==> config.mk <==
export PLATFORM = sky130hd
export DESIGN_NAME = dmem_arbiter_flat
export DESIGN_NICKNAME = d
export VERILOG_FILES = /design/src/rtl/dmem_arb_if.sv /design/src/rtl/dmem_arbiter.sv /design/src/flat_wrapper.sv
export SDC_FILE = /design/constraint.sdc
export NUM_CORES = 1
export LEC_CHECK = 0
export ABC_AREA = 1
export ABC_CLOCK_PERIOD_IN_PS = 1520
export BUFFER_PORTS_ARGS = -buffer_cell sky130_fd_sc_hd__buf_2
export CORE_AREA = 2 2 123 125
export DETAILED_ROUTE_END_ITERATION = 10
export DIE_AREA = 0 0 125 127
export PLACE_DENSITY = 0.73
export SLEW_MARGIN = 20
export SYNTH_ARGS = -nofsm -noshare
export SYNTH_HDL_FRONTEND = slang
export SYNTH_SLANG_ARGS = --single-unit
==> constraint.sdc <==
create_clock -name clk -period 1.52 [get_ports clk]
set_input_delay 0.152 -clock clk [delete_from_list [all_inputs] [get_ports clk]]
set_output_delay 0.152 -clock clk [all_outputs]
set_load 0.05 [all_outputs]
==> src/rtl/dmem_arb_if.sv <==
// Bundle of both requester ports and the memory port of dmem_arbiter.
// slave = arbiter side, master = requesters and memory model side.
interface dmem_arb_if #(
    parameter int AWIDTH = 14,
    parameter int DWIDTH = 32
);
    localparam int BW = DWIDTH / 8;

    logic              req0_valid;
    logic              req0_ready;
    logic [BW-1:0]     req0_we;
    logic              req0_lock;
    logic [AWIDTH-1:0] req0_addr;
    logic [DWIDTH-1:0] req0_wdata;
    logic              rsp0_valid;
    logic [DWIDTH-1:0] rsp0_rdata;

    logic              req1_valid;
    logic              req1_ready;
    logic [BW-1:0]     req1_we;
    logic              req1_lock;
    logic [AWIDTH-1:0] req1_addr;
    logic [DWIDTH-1:0] req1_wdata;
    logic              rsp1_valid;
    logic [DWIDTH-1:0] rsp1_rdata;

    logic              mem_en;
    logic [BW-1:0]     mem_we;
    logic [AWIDTH-1:0] mem_addr;
    logic [DWIDTH-1:0] mem_din;
    logic [DWIDTH-1:0] mem_dout;

    modport slave (
        input  req0_valid, req0_we, req0_lock, req0_addr, req0_wdata,
        input  req1_valid, req1_we, req1_lock, req1_addr, req1_wdata,
        output req0_ready, rsp0_valid, rsp0_rdata,
        output req1_ready, rsp1_valid, rsp1_rdata,
        output mem_en, mem_we, mem_addr, mem_din,
        input  mem_dout
    );

    modport master (
        output req0_valid, req0_we, req0_lock, req0_addr, req0_wdata,
        output req1_valid, req1_we, req1_lock, req1_addr, req1_wdata,
        input  req0_ready, rsp0_valid, rsp0_rdata,
        input  req1_ready, rsp1_valid, rsp1_rdata,
        input  mem_en, mem_we, mem_addr, mem_din,
        output mem_dout
    );
endinterface

==> src/rtl/dmem_arbiter.sv <==
// Two-port (CPU/accelerator) data memory arbiter with bus lock and grant counters.
// Define DMEM_ARB_FIXED_PRIO_EN for fixed priority to requester 0; default is round-robin.
module dmem_arbiter #(
    parameter int AWIDTH = 14,
    parameter int DWIDTH = 32
) (
    input  logic        clk,
    input  logic        rst,
    dmem_arb_if.slave   bus,
    input  logic        cnt_clr,
    output logic [31:0] gnt_cnt0,
    output logic [31:0] gnt_cnt1
);
    localparam int BW = DWIDTH / 8;

    typedef enum logic [1:0] {
        UNLOCKED = 2'd0,
        LOCKED0  = 2'd1,
        LOCKED1  = 2'd2
    } lock_t;

    lock_t             r_lock;
    logic              r_rsp0;
    logic              r_rsp1;
    logic              r_rd0;
    logic              r_rd1;
    logic [31:0]       r_cnt0;
    logic [31:0]       r_cnt1;

    logic              w_fav0;
    logic              w_g0;
    logic              w_g1;
    logic              w_xfer;
    logic              w_lock;
    logic [AWIDTH-1:0] w_addr;
    logic [DWIDTH-1:0] w_din;
    logic [BW-1:0]     w_we;

`ifdef DMEM_ARB_FIXED_PRIO_EN
    assign w_fav0 = 1'b1;
`else
    logic r_prio;

    // r_prio names the requester favoured on the next contested cycle
    always_ff @(posedge clk or negedge rst) begin
        if (!rst) begin
            r_prio <= 1'b0;
        end else if (w_xfer) begin
            r_prio <= w_g0;
        end
    end

    assign w_fav0 = ~r_prio;
`endif

    always_comb begin
        w_g0 = 1'b0;
        w_g1 = 1'b0;
        if (rst) begin
            unique case (r_lock)
                UNLOCKED: begin
                    w_g0 = bus.req0_valid &&
                           (!bus.req1_valid || w_fav0);
                    w_g1 = bus.req1_valid && !w_g0;
                end
                LOCKED0: w_g0 = bus.req0_valid;
                LOCKED1: w_g1 = bus.req1_valid;
                default: ;
            endcase
        end
    end

    assign w_xfer = w_g0 | w_g1;
    assign w_lock = w_g1 ? bus.req1_lock : bus.req0_lock;
    assign w_addr = w_g1 ? bus.req1_addr : bus.req0_addr;
    assign w_din  = w_g1 ? bus.req1_wdata : bus.req0_wdata;
    assign w_we   = w_g0 ? bus.req0_we :
                    (w_g1 ? bus.req1_we : '0);

    assign bus.req0_ready = w_g0;
    assign bus.req1_ready = w_g1;
    assign bus.mem_en     = w_xfer;
    assign bus.mem_we     = w_we;
    assign bus.mem_addr   = w_addr;
    assign bus.mem_din    = w_din;

    always_ff @(posedge clk or negedge rst) begin
        if (!rst) begin
            r_lock <= UNLOCKED;
            r_rsp0 <= 1'b0;
            r_rsp1 <= 1'b0;
            r_rd0  <= 1'b0;
            r_rd1  <= 1'b0;
        end else begin
            r_rsp0 <= w_g0;
            r_rsp1 <= w_g1;
            r_rd0  <= w_g0 && (bus.req0_we == '0);
            r_rd1  <= w_g1 && (bus.req1_we == '0);
            // Only the owner can transfer while locked, so lock=0 always frees
            if (w_xfer) begin
                if (w_lock) begin
                    r_lock <= w_g1 ? LOCKED1 : LOCKED0;
                end else begin
                    r_lock <= UNLOCKED;
                end
            end
        end
    end

    always_ff @(posedge clk or negedge rst) begin
        if (!rst) begin
            r_cnt0 <= '0;
            r_cnt1 <= '0;
        end else if (cnt_clr) begin
            r_cnt0 <= '0;
            r_cnt1 <= '0;
        end else begin
            if (w_g0) r_cnt0 <= r_cnt0 + 32'd1;
            if (w_g1) r_cnt1 <= r_cnt1 + 32'd1;
        end
    end

    assign bus.rsp0_valid = r_rsp0;
    assign bus.rsp1_valid = r_rsp1;
    assign bus.rsp0_rdata = r_rd0 ? bus.mem_dout : '0;
    assign bus.rsp1_rdata = r_rd1 ? bus.mem_dout : '0;
    assign gnt_cnt0       = r_cnt0;
    assign gnt_cnt1       = r_cnt1;
endmodule
==> src/flat_wrapper.sv <==
// flat-port wrapper written by rule: the top's interface ports become plain ports
module dmem_arbiter_flat 
#(
    parameter int AWIDTH = 14,
    parameter int DWIDTH = 32
)
  (clk, rst, cnt_clr, gnt_cnt0, gnt_cnt1, bus_req0_valid, bus_req0_we, bus_req0_lock, bus_req0_addr, bus_req0_wdata, bus_req1_valid, bus_req1_we, bus_req1_lock, bus_req1_addr, bus_req1_wdata, bus_req0_ready, bus_rsp0_valid, bus_rsp0_rdata, bus_req1_ready, bus_rsp1_valid, bus_rsp1_rdata, bus_mem_en, bus_mem_we, bus_mem_addr, bus_mem_din, bus_mem_dout);
  dmem_arb_if #(.AWIDTH(AWIDTH), .DWIDTH(DWIDTH)) bus_i ();
  input  logic clk;
  input  logic rst;
  input  logic cnt_clr;
  output logic [31:0] gnt_cnt0;
  output logic [31:0] gnt_cnt1;
  input wire logic [$bits(bus_i.req0_valid)-1:0] bus_req0_valid;
  input wire logic [$bits(bus_i.req0_we)-1:0] bus_req0_we;
  input wire logic [$bits(bus_i.req0_lock)-1:0] bus_req0_lock;
  input wire logic [$bits(bus_i.req0_addr)-1:0] bus_req0_addr;
  input wire logic [$bits(bus_i.req0_wdata)-1:0] bus_req0_wdata;
  input wire logic [$bits(bus_i.req1_valid)-1:0] bus_req1_valid;
  input wire logic [$bits(bus_i.req1_we)-1:0] bus_req1_we;
  input wire logic [$bits(bus_i.req1_lock)-1:0] bus_req1_lock;
  input wire logic [$bits(bus_i.req1_addr)-1:0] bus_req1_addr;
  input wire logic [$bits(bus_i.req1_wdata)-1:0] bus_req1_wdata;
  output wire logic [$bits(bus_i.req0_ready)-1:0] bus_req0_ready;
  output wire logic [$bits(bus_i.rsp0_valid)-1:0] bus_rsp0_valid;
  output wire logic [$bits(bus_i.rsp0_rdata)-1:0] bus_rsp0_rdata;
  output wire logic [$bits(bus_i.req1_ready)-1:0] bus_req1_ready;
  output wire logic [$bits(bus_i.rsp1_valid)-1:0] bus_rsp1_valid;
  output wire logic [$bits(bus_i.rsp1_rdata)-1:0] bus_rsp1_rdata;
  output wire logic [$bits(bus_i.mem_en)-1:0] bus_mem_en;
  output wire logic [$bits(bus_i.mem_we)-1:0] bus_mem_we;
  output wire logic [$bits(bus_i.mem_addr)-1:0] bus_mem_addr;
  output wire logic [$bits(bus_i.mem_din)-1:0] bus_mem_din;
  input wire logic [$bits(bus_i.mem_dout)-1:0] bus_mem_dout;
  assign bus_i.req0_valid = bus_req0_valid;
  assign bus_i.req0_we = bus_req0_we;
  assign bus_i.req0_lock = bus_req0_lock;
  assign bus_i.req0_addr = bus_req0_addr;
  assign bus_i.req0_wdata = bus_req0_wdata;
  assign bus_i.req1_valid = bus_req1_valid;
  assign bus_i.req1_we = bus_req1_we;
  assign bus_i.req1_lock = bus_req1_lock;
  assign bus_i.req1_addr = bus_req1_addr;
  assign bus_i.req1_wdata = bus_req1_wdata;
  assign bus_req0_ready = bus_i.req0_ready;
  assign bus_rsp0_valid = bus_i.rsp0_valid;
  assign bus_rsp0_rdata = bus_i.rsp0_rdata;
  assign bus_req1_ready = bus_i.req1_ready;
  assign bus_rsp1_valid = bus_i.rsp1_valid;
  assign bus_rsp1_rdata = bus_i.rsp1_rdata;
  assign bus_mem_en = bus_i.mem_en;
  assign bus_mem_we = bus_i.mem_we;
  assign bus_mem_addr = bus_i.mem_addr;
  assign bus_mem_din = bus_i.mem_din;
  assign bus_i.mem_dout = bus_mem_dout;
  dmem_arbiter #(.AWIDTH(AWIDTH), .DWIDTH(DWIDTH)) u_core (.clk(clk), .rst(rst), .bus(bus_i), .cnt_clr(cnt_clr), .gnt_cnt0(gnt_cnt0), .gnt_cnt1(gnt_cnt1));
endmodule
# [Word level (Yosys, flattened, before mapping)]
# Index checks and enable logic that the tools add are counted.
# Widths: inputs -> output; s select.
[op_classes] addsub=2 n_eq_ne=2 mux=17 n_bitwise=2 n_reduce_logical=12
[op_table] operator="$mux 32" n=7
[op_table] operator="$add 32x1->32 const B" n=2
[op_table] operator="$mux 14" n=1
[op_table] operator="$logic_not 4->1" n=2
[op_table] operator="$mux 4" n=2
[op_table] operator="$logic_and 1x1->1" n=4
[op_table] operator="$mux 2" n=2
[op_table] operator="$pmux 1 s2" n=2
[op_table] operator="$reduce_bool 2->1" n=2
[op_table] operator="$mux 1" n=3
[op_table] operator="$eq 2x1->1 const B" n=1
[op_table] operator="$eq 2x2->1 const B" n=1
[op_table] operator="$logic_not 1->1" n=2
[op_table] operator="$logic_not 2->1" n=1
[op_table] operator="$logic_or 1x1->1" n=1
[op_table] operator="$not 1->1" n=1
[op_table] operator="$or 1x1->1" n=1
[word_totals] regBits=71 input_bits=139 output_inout_bits=183 elab_cells=43

# [Logic depth before layout (Yosys ltp)]
[logic_depth] word_depth=9 ltp_mapped=10

# [Least setup slack after synthesis]
# OpenSTA, ideal clock, no wires.
[synth_path] path_type="reg-to-output" start="register u_core.r_lock[0]" end="output port bus_mem_we[1]" arrival_time_ns=2.148 t_required_ns=1.368 slack_ns=-0.780 stages_incl_launch_ff=8 path_buffers=2 cell_sequence="dfrtp_1 -> inv_2 -> nand2_1 -> nor2_2 -> nand2_4 -> buf_4 -> buf_2 -> o21ai_0"
[synth_via] elab_chain_len=5
[synth_lines] item="start: declaration" line_no="dmem_arbiter.sv:22" text="lock_t r_lock;"
[synth_lines] item="start signal: assignment" line_no="dmem_arbiter.sv:102" text="r_lock <= w_g1 ? LOCKED1 : LOCKED0;"
[synth_lines] item="$eq 2x2->1 or $logic_not 2->1 (tied branches)" line_no="dmem_arbiter.sv:60" text="unique case (r_lock)"
[synth_lines] item="$pmux 1 s2" line_no="dmem_arbiter.sv:60"
[synth_lines] item="$mux 1" line_no="dmem_arbiter.sv:59" text="if (rst) begin"
[synth_lines] item="$mux 4" line_no="dmem_arbiter.sv:78" text="(w_g1 ? bus.req1_we : '0);"
[synth_lines] item="$mux 4 (*)" line_no="dmem_arbiter.sv:77" text="assign w_we = w_g0 ? bus.req0_we :"
[synth_lines] item="end: declaration" line_no="flat_wrapper.sv:31" text="output wire logic [$bits(bus_i.mem_we)-1:0] bus_mem_we;"
# Every way passes the cells marked *; elsewhere a longest branch is shown, timed or not.

# [Worst setup path after layout]
[layout_path] start="register u_core.r_prio" end="output port bus_mem_din[21]"
[layout_via] elab_chain_len=8
[layout_lines] item="start: declaration" line_no="dmem_arbiter.sv:42" text="logic r_prio;"
[layout_lines] item="start signal: assignment" line_no="dmem_arbiter.sv:49" text="r_prio <= w_g0;"
[layout_lines] item="$not 1->1" line_no="dmem_arbiter.sv:53" text="assign w_fav0 = ~r_prio;"
[layout_lines] item="$logic_or 1x1->1" line_no="dmem_arbiter.sv:63" text="(!bus.req1_valid || w_fav0);"
[layout_lines] item="$logic_and 1x1->1" line_no="dmem_arbiter.sv:62" text="w_g0 = bus.req0_valid &&"
[layout_lines] item="$logic_not 1->1" line_no="dmem_arbiter.sv:64" text="w_g1 = bus.req1_valid && !w_g0;"
[layout_lines] item="$logic_and 1x1->1" line_no="dmem_arbiter.sv:64"
[layout_lines] item="$pmux 1 s2" line_no="dmem_arbiter.sv:60"
[layout_lines] item="$mux 1" line_no="dmem_arbiter.sv:59"
[layout_lines] item="$mux 32" line_no="dmem_arbiter.sv:76" text="assign w_din = w_g1 ? bus.req1_wdata : bus.req0_wdata;"
[layout_lines] item="end: declaration" line_no="flat_wrapper.sv:33" text="output wire logic [$bits(bus_i.mem_din)-1:0] bus_mem_din;"
# Every way passes these cells.

==> qor.yml <==
status: "finished with violations"
violations: "negative setup slack"
critical_path.max_fanout: 13
place.gp.congestion: 0.939
relSlewSlack_pct: 50.1
drv_cap: 0
initial_utilization_pct: 37.5
synthArstFlopShare_pct: 100
core_area_um2: 14400
drt-initial-drc-count: 559
setup_ws_ns: -0.398
ys_seq_area_share_pct: 32.8
die_y_um: 127
hold_violations: 0
setup_violations: 109
worstRegToRegCells: 13
synthAdderAreaFrac_pct: 0.462
ys.flop_type: "dfrtp_1"
required_ns: 1.37
p_clk_share_pct: 40.4
fmax_ghz: 0.521
fin_crit_sh_pct: 126
wirelength_um: 24900
p_int_mw: 3.43
hp-class: "input port to flop"
clkTransAtPathRegs_ns: 0.06
final_common_cell: "nand2_1"
grt_pass1_vias: 6685
drive_above_1_share_pct: 47.1
worstMarginPinSlew_ns: 0.748
grt.total_usage_pct: 28.6
fin_crit_ns: 1.92
min_from: "bus_req1_we[3]"
synth.distinct_cells: 33
netlist.area_leader.share_pct: 32.8
synth_compound_area_share_pct: 5.22
grt_max_degree: 58
synth_nets: 1066
synthCells: 925
finalMaxSlewViolations: 0
grt_overflow: 0
p_total_mw: 4.80
critPathArrivalTime_ns: 1.77
place_area_um2: 8050
syn_area_per_cell_um2: 5.85
end_kind: "output port"
max-vdd-ir-drop_mv: 0.568
worstSkewPairLatency_ns: 0.33
worstSetupPathType: "flop to output port"
wl_per_cell_um: 16.6
p_sw_share_pct: 28.4
yosys.area_share.simple_pct: 48.6
start_kind: "flop"
clockBufferDepth: 2
regToRegEndpoint: "u_core.gnt_cnt1[26]$_DFFE_PN0P_"
fp.dieArea_um2: 15900
regArea_um2: 1810
portBuffers: 321
via_count: 7404
io_pins: 322
clkSinkCount: 71
ant_nets: 0
power_frac_seq_pct: 39.4
p_leak_nw: 5.47
rsz0062_at_grt: "yes"
area_growth_pct: 79.9
num_rows: 44
r2r_setup_slack_ns: -0.28
dp_hpwl_um: 18000
antenna_found_initial: 12
comb_power_share_pct: 20.2
synthXorXnorAreaFrac_pct: 0.323
cts_made_buffers: 9
synth_seq_cells: 71
nNetsFinal: 1445
synth_top_family_by_area: "simple AND/OR/NAND/NOR gates"
critPathLaunch: "u_core.r_prio$_DFFE_PN0P_"
synth_area_leader_cell: "dfrtp_1"
fill_cells: 1199
clock_tree.root_cell: "clkbuf_16"
grt_pass1_wl_um: 36200
drcViolationCount: 0
synth_area_um2: 5420
r2r_start: "u_core.r_lock[0]$_DFFE_PN0P_"
synth.area.mux_share_pct: 0
layout.cells.most_common_list: "nand2_1, buf_2, inv_1"
yosys_warnings: 0
finalNonFillerCells: 1503
placed_cells: 1447
power_density_nw_per_um2: 492
switchingPower_mw: 1.36
holdPathEnd: "u_core.r_rd1$_DFF_PN0_"
cts_tree: "done"
design_area_um2: 9740
multi_input_area_um2: 3840
dr.pass1.iters: 5
synth_area_leaders: "dfrtp_1, nand2_1, inv_1"
die_w_um: 125
whs_path_depth: 2
synth_edf_count: 0
htreeDepth: 3
drt-vias-per-instance: 4.93
clock_skew_ns: 0.00578
[synth_stat cells (3+ instances only)]
library cell,instances
a21oi_1,23
nand2_2,5
nor2_1,118
nor2_4,8
nand4_1,18
o21ai_0,21
nand3_1,41
nor2_2,12
nand2_1,397
nand3b_1,3
o21ai_1,8
inv_2,6
inv_1,140
nor3_1,7
clkbuf_1,9
buf_2,15
dfrtp_1,71
nor3_2,3
[flip-flops by register name (all words and copies together), names as in the netlist]
signal                 cells
u_core.bus.rsp1_valid      1
u_core.r_lock              2
u_core.gnt_cnt1           32
u_core.r_prio              1
u_core.gnt_cnt0           32
u_core.r_rd1               1
u_core.r_rd0               1
u_core.bus.rsp0_valid      1
[through the flow]
step / setup TNS (ns) / hold slack (ns) / setup slack [ns] / utilization [%]
4_1_cts: -24.59 / 0.00550 / -0.392 / 64.6
3_5_place_dp: -6.35 / 0.249 / -0.140 / 55.8
5_1_grt: -32.17 / 0.0204 / -0.476 / 67.5
3_3_place_gp: -3.54 / 0.240 / -0.0984 / 55.8
2_1_floorplan: -0.0863 / -0.144 / -0.0645 / -
6_report: -22.58 / 0.0124 / -0.398 / 67.5
[critical path, stage by stage, from the launching register on]
cell and delay [ns]:
dfrtp_1 0.40, nand2_2 0.11, nand3_4 0.10, nand2_8 0.16
clkinv_8 0.10, buf_16 0.16, nand2_1 0.14, nand2_4 0.08
buf_8 0.15
[area by class of cell]
class,instances,area share [%]
inverter,146,5.78
timing repair buffer,395,30.8
multi-input combinational,681,39.4
antenna,10,0.257
clock buffer,12,2.53
sequential,71,18.6
tap,184,2.36
clock inverter,4,0.231
[per-layer routing]
metal | track usage (%) | up-vias | part of all wire, %
met5 | 0 | - | 0.12
met4 | 11.7 | 4 | 3.5
met3 | 5.99 | 59 | 7.9
met2 | 47.3 | 350 | 49
met1 | 36.7 | 3427 | 39
li1 | - | 3564 | -
[power by group through the flow]
stage                     Clock, mW  Combinational (mW)  Sequential (mW)
after CTS                      1.95               0.923             1.89
final                          1.94               0.967             1.89
after global routing           2.03                1.01             1.89
after global placement            0               0.752             1.92
after detailed placement          0               0.756             1.92
after floorplan                   0               0.410             1.92
[worst max-delay path by stage]
stage	end	slack (ns)
floorplan	u_core.gnt_cnt1[26]$_DFFE_PN0P_	-0.06
global placement	u_core.gnt_cnt1[13]$_DFFE_PN0P_	-0.1
finish	bus_mem_din[21]	-0.40
global route	bus_mem_din[21]	-0.48
detailed placement	u_core.gnt_cnt1[14]$_DFFE_PN0P_	-0.14
CTS	bus_mem_we[0]	-0.39
[cell families (layout without fill, tap and decap cells)]
logic type | count (synthesis) | in the layout
and+or+nand+nor | 622 | 622
buffers and inverters | 173 | 557
other | 0 | 10
adders and majority gates | 2 | 2
AOI/OAI and AO/OA | 55 | 55
xor gates and xnor gates | 2 | 2
DFF | 71 | 71
[repair_timing]
item,in CTS,in global routing
buffers inserted,17,12
endpoints found under the hold margin,15,0
endpoints found under the setup margin,97,121
gates cloned,3,1
hold buffers,2,0
pin swaps,19,37
gates resized for setup,214,112
Power figures use the tool's default switching activity.
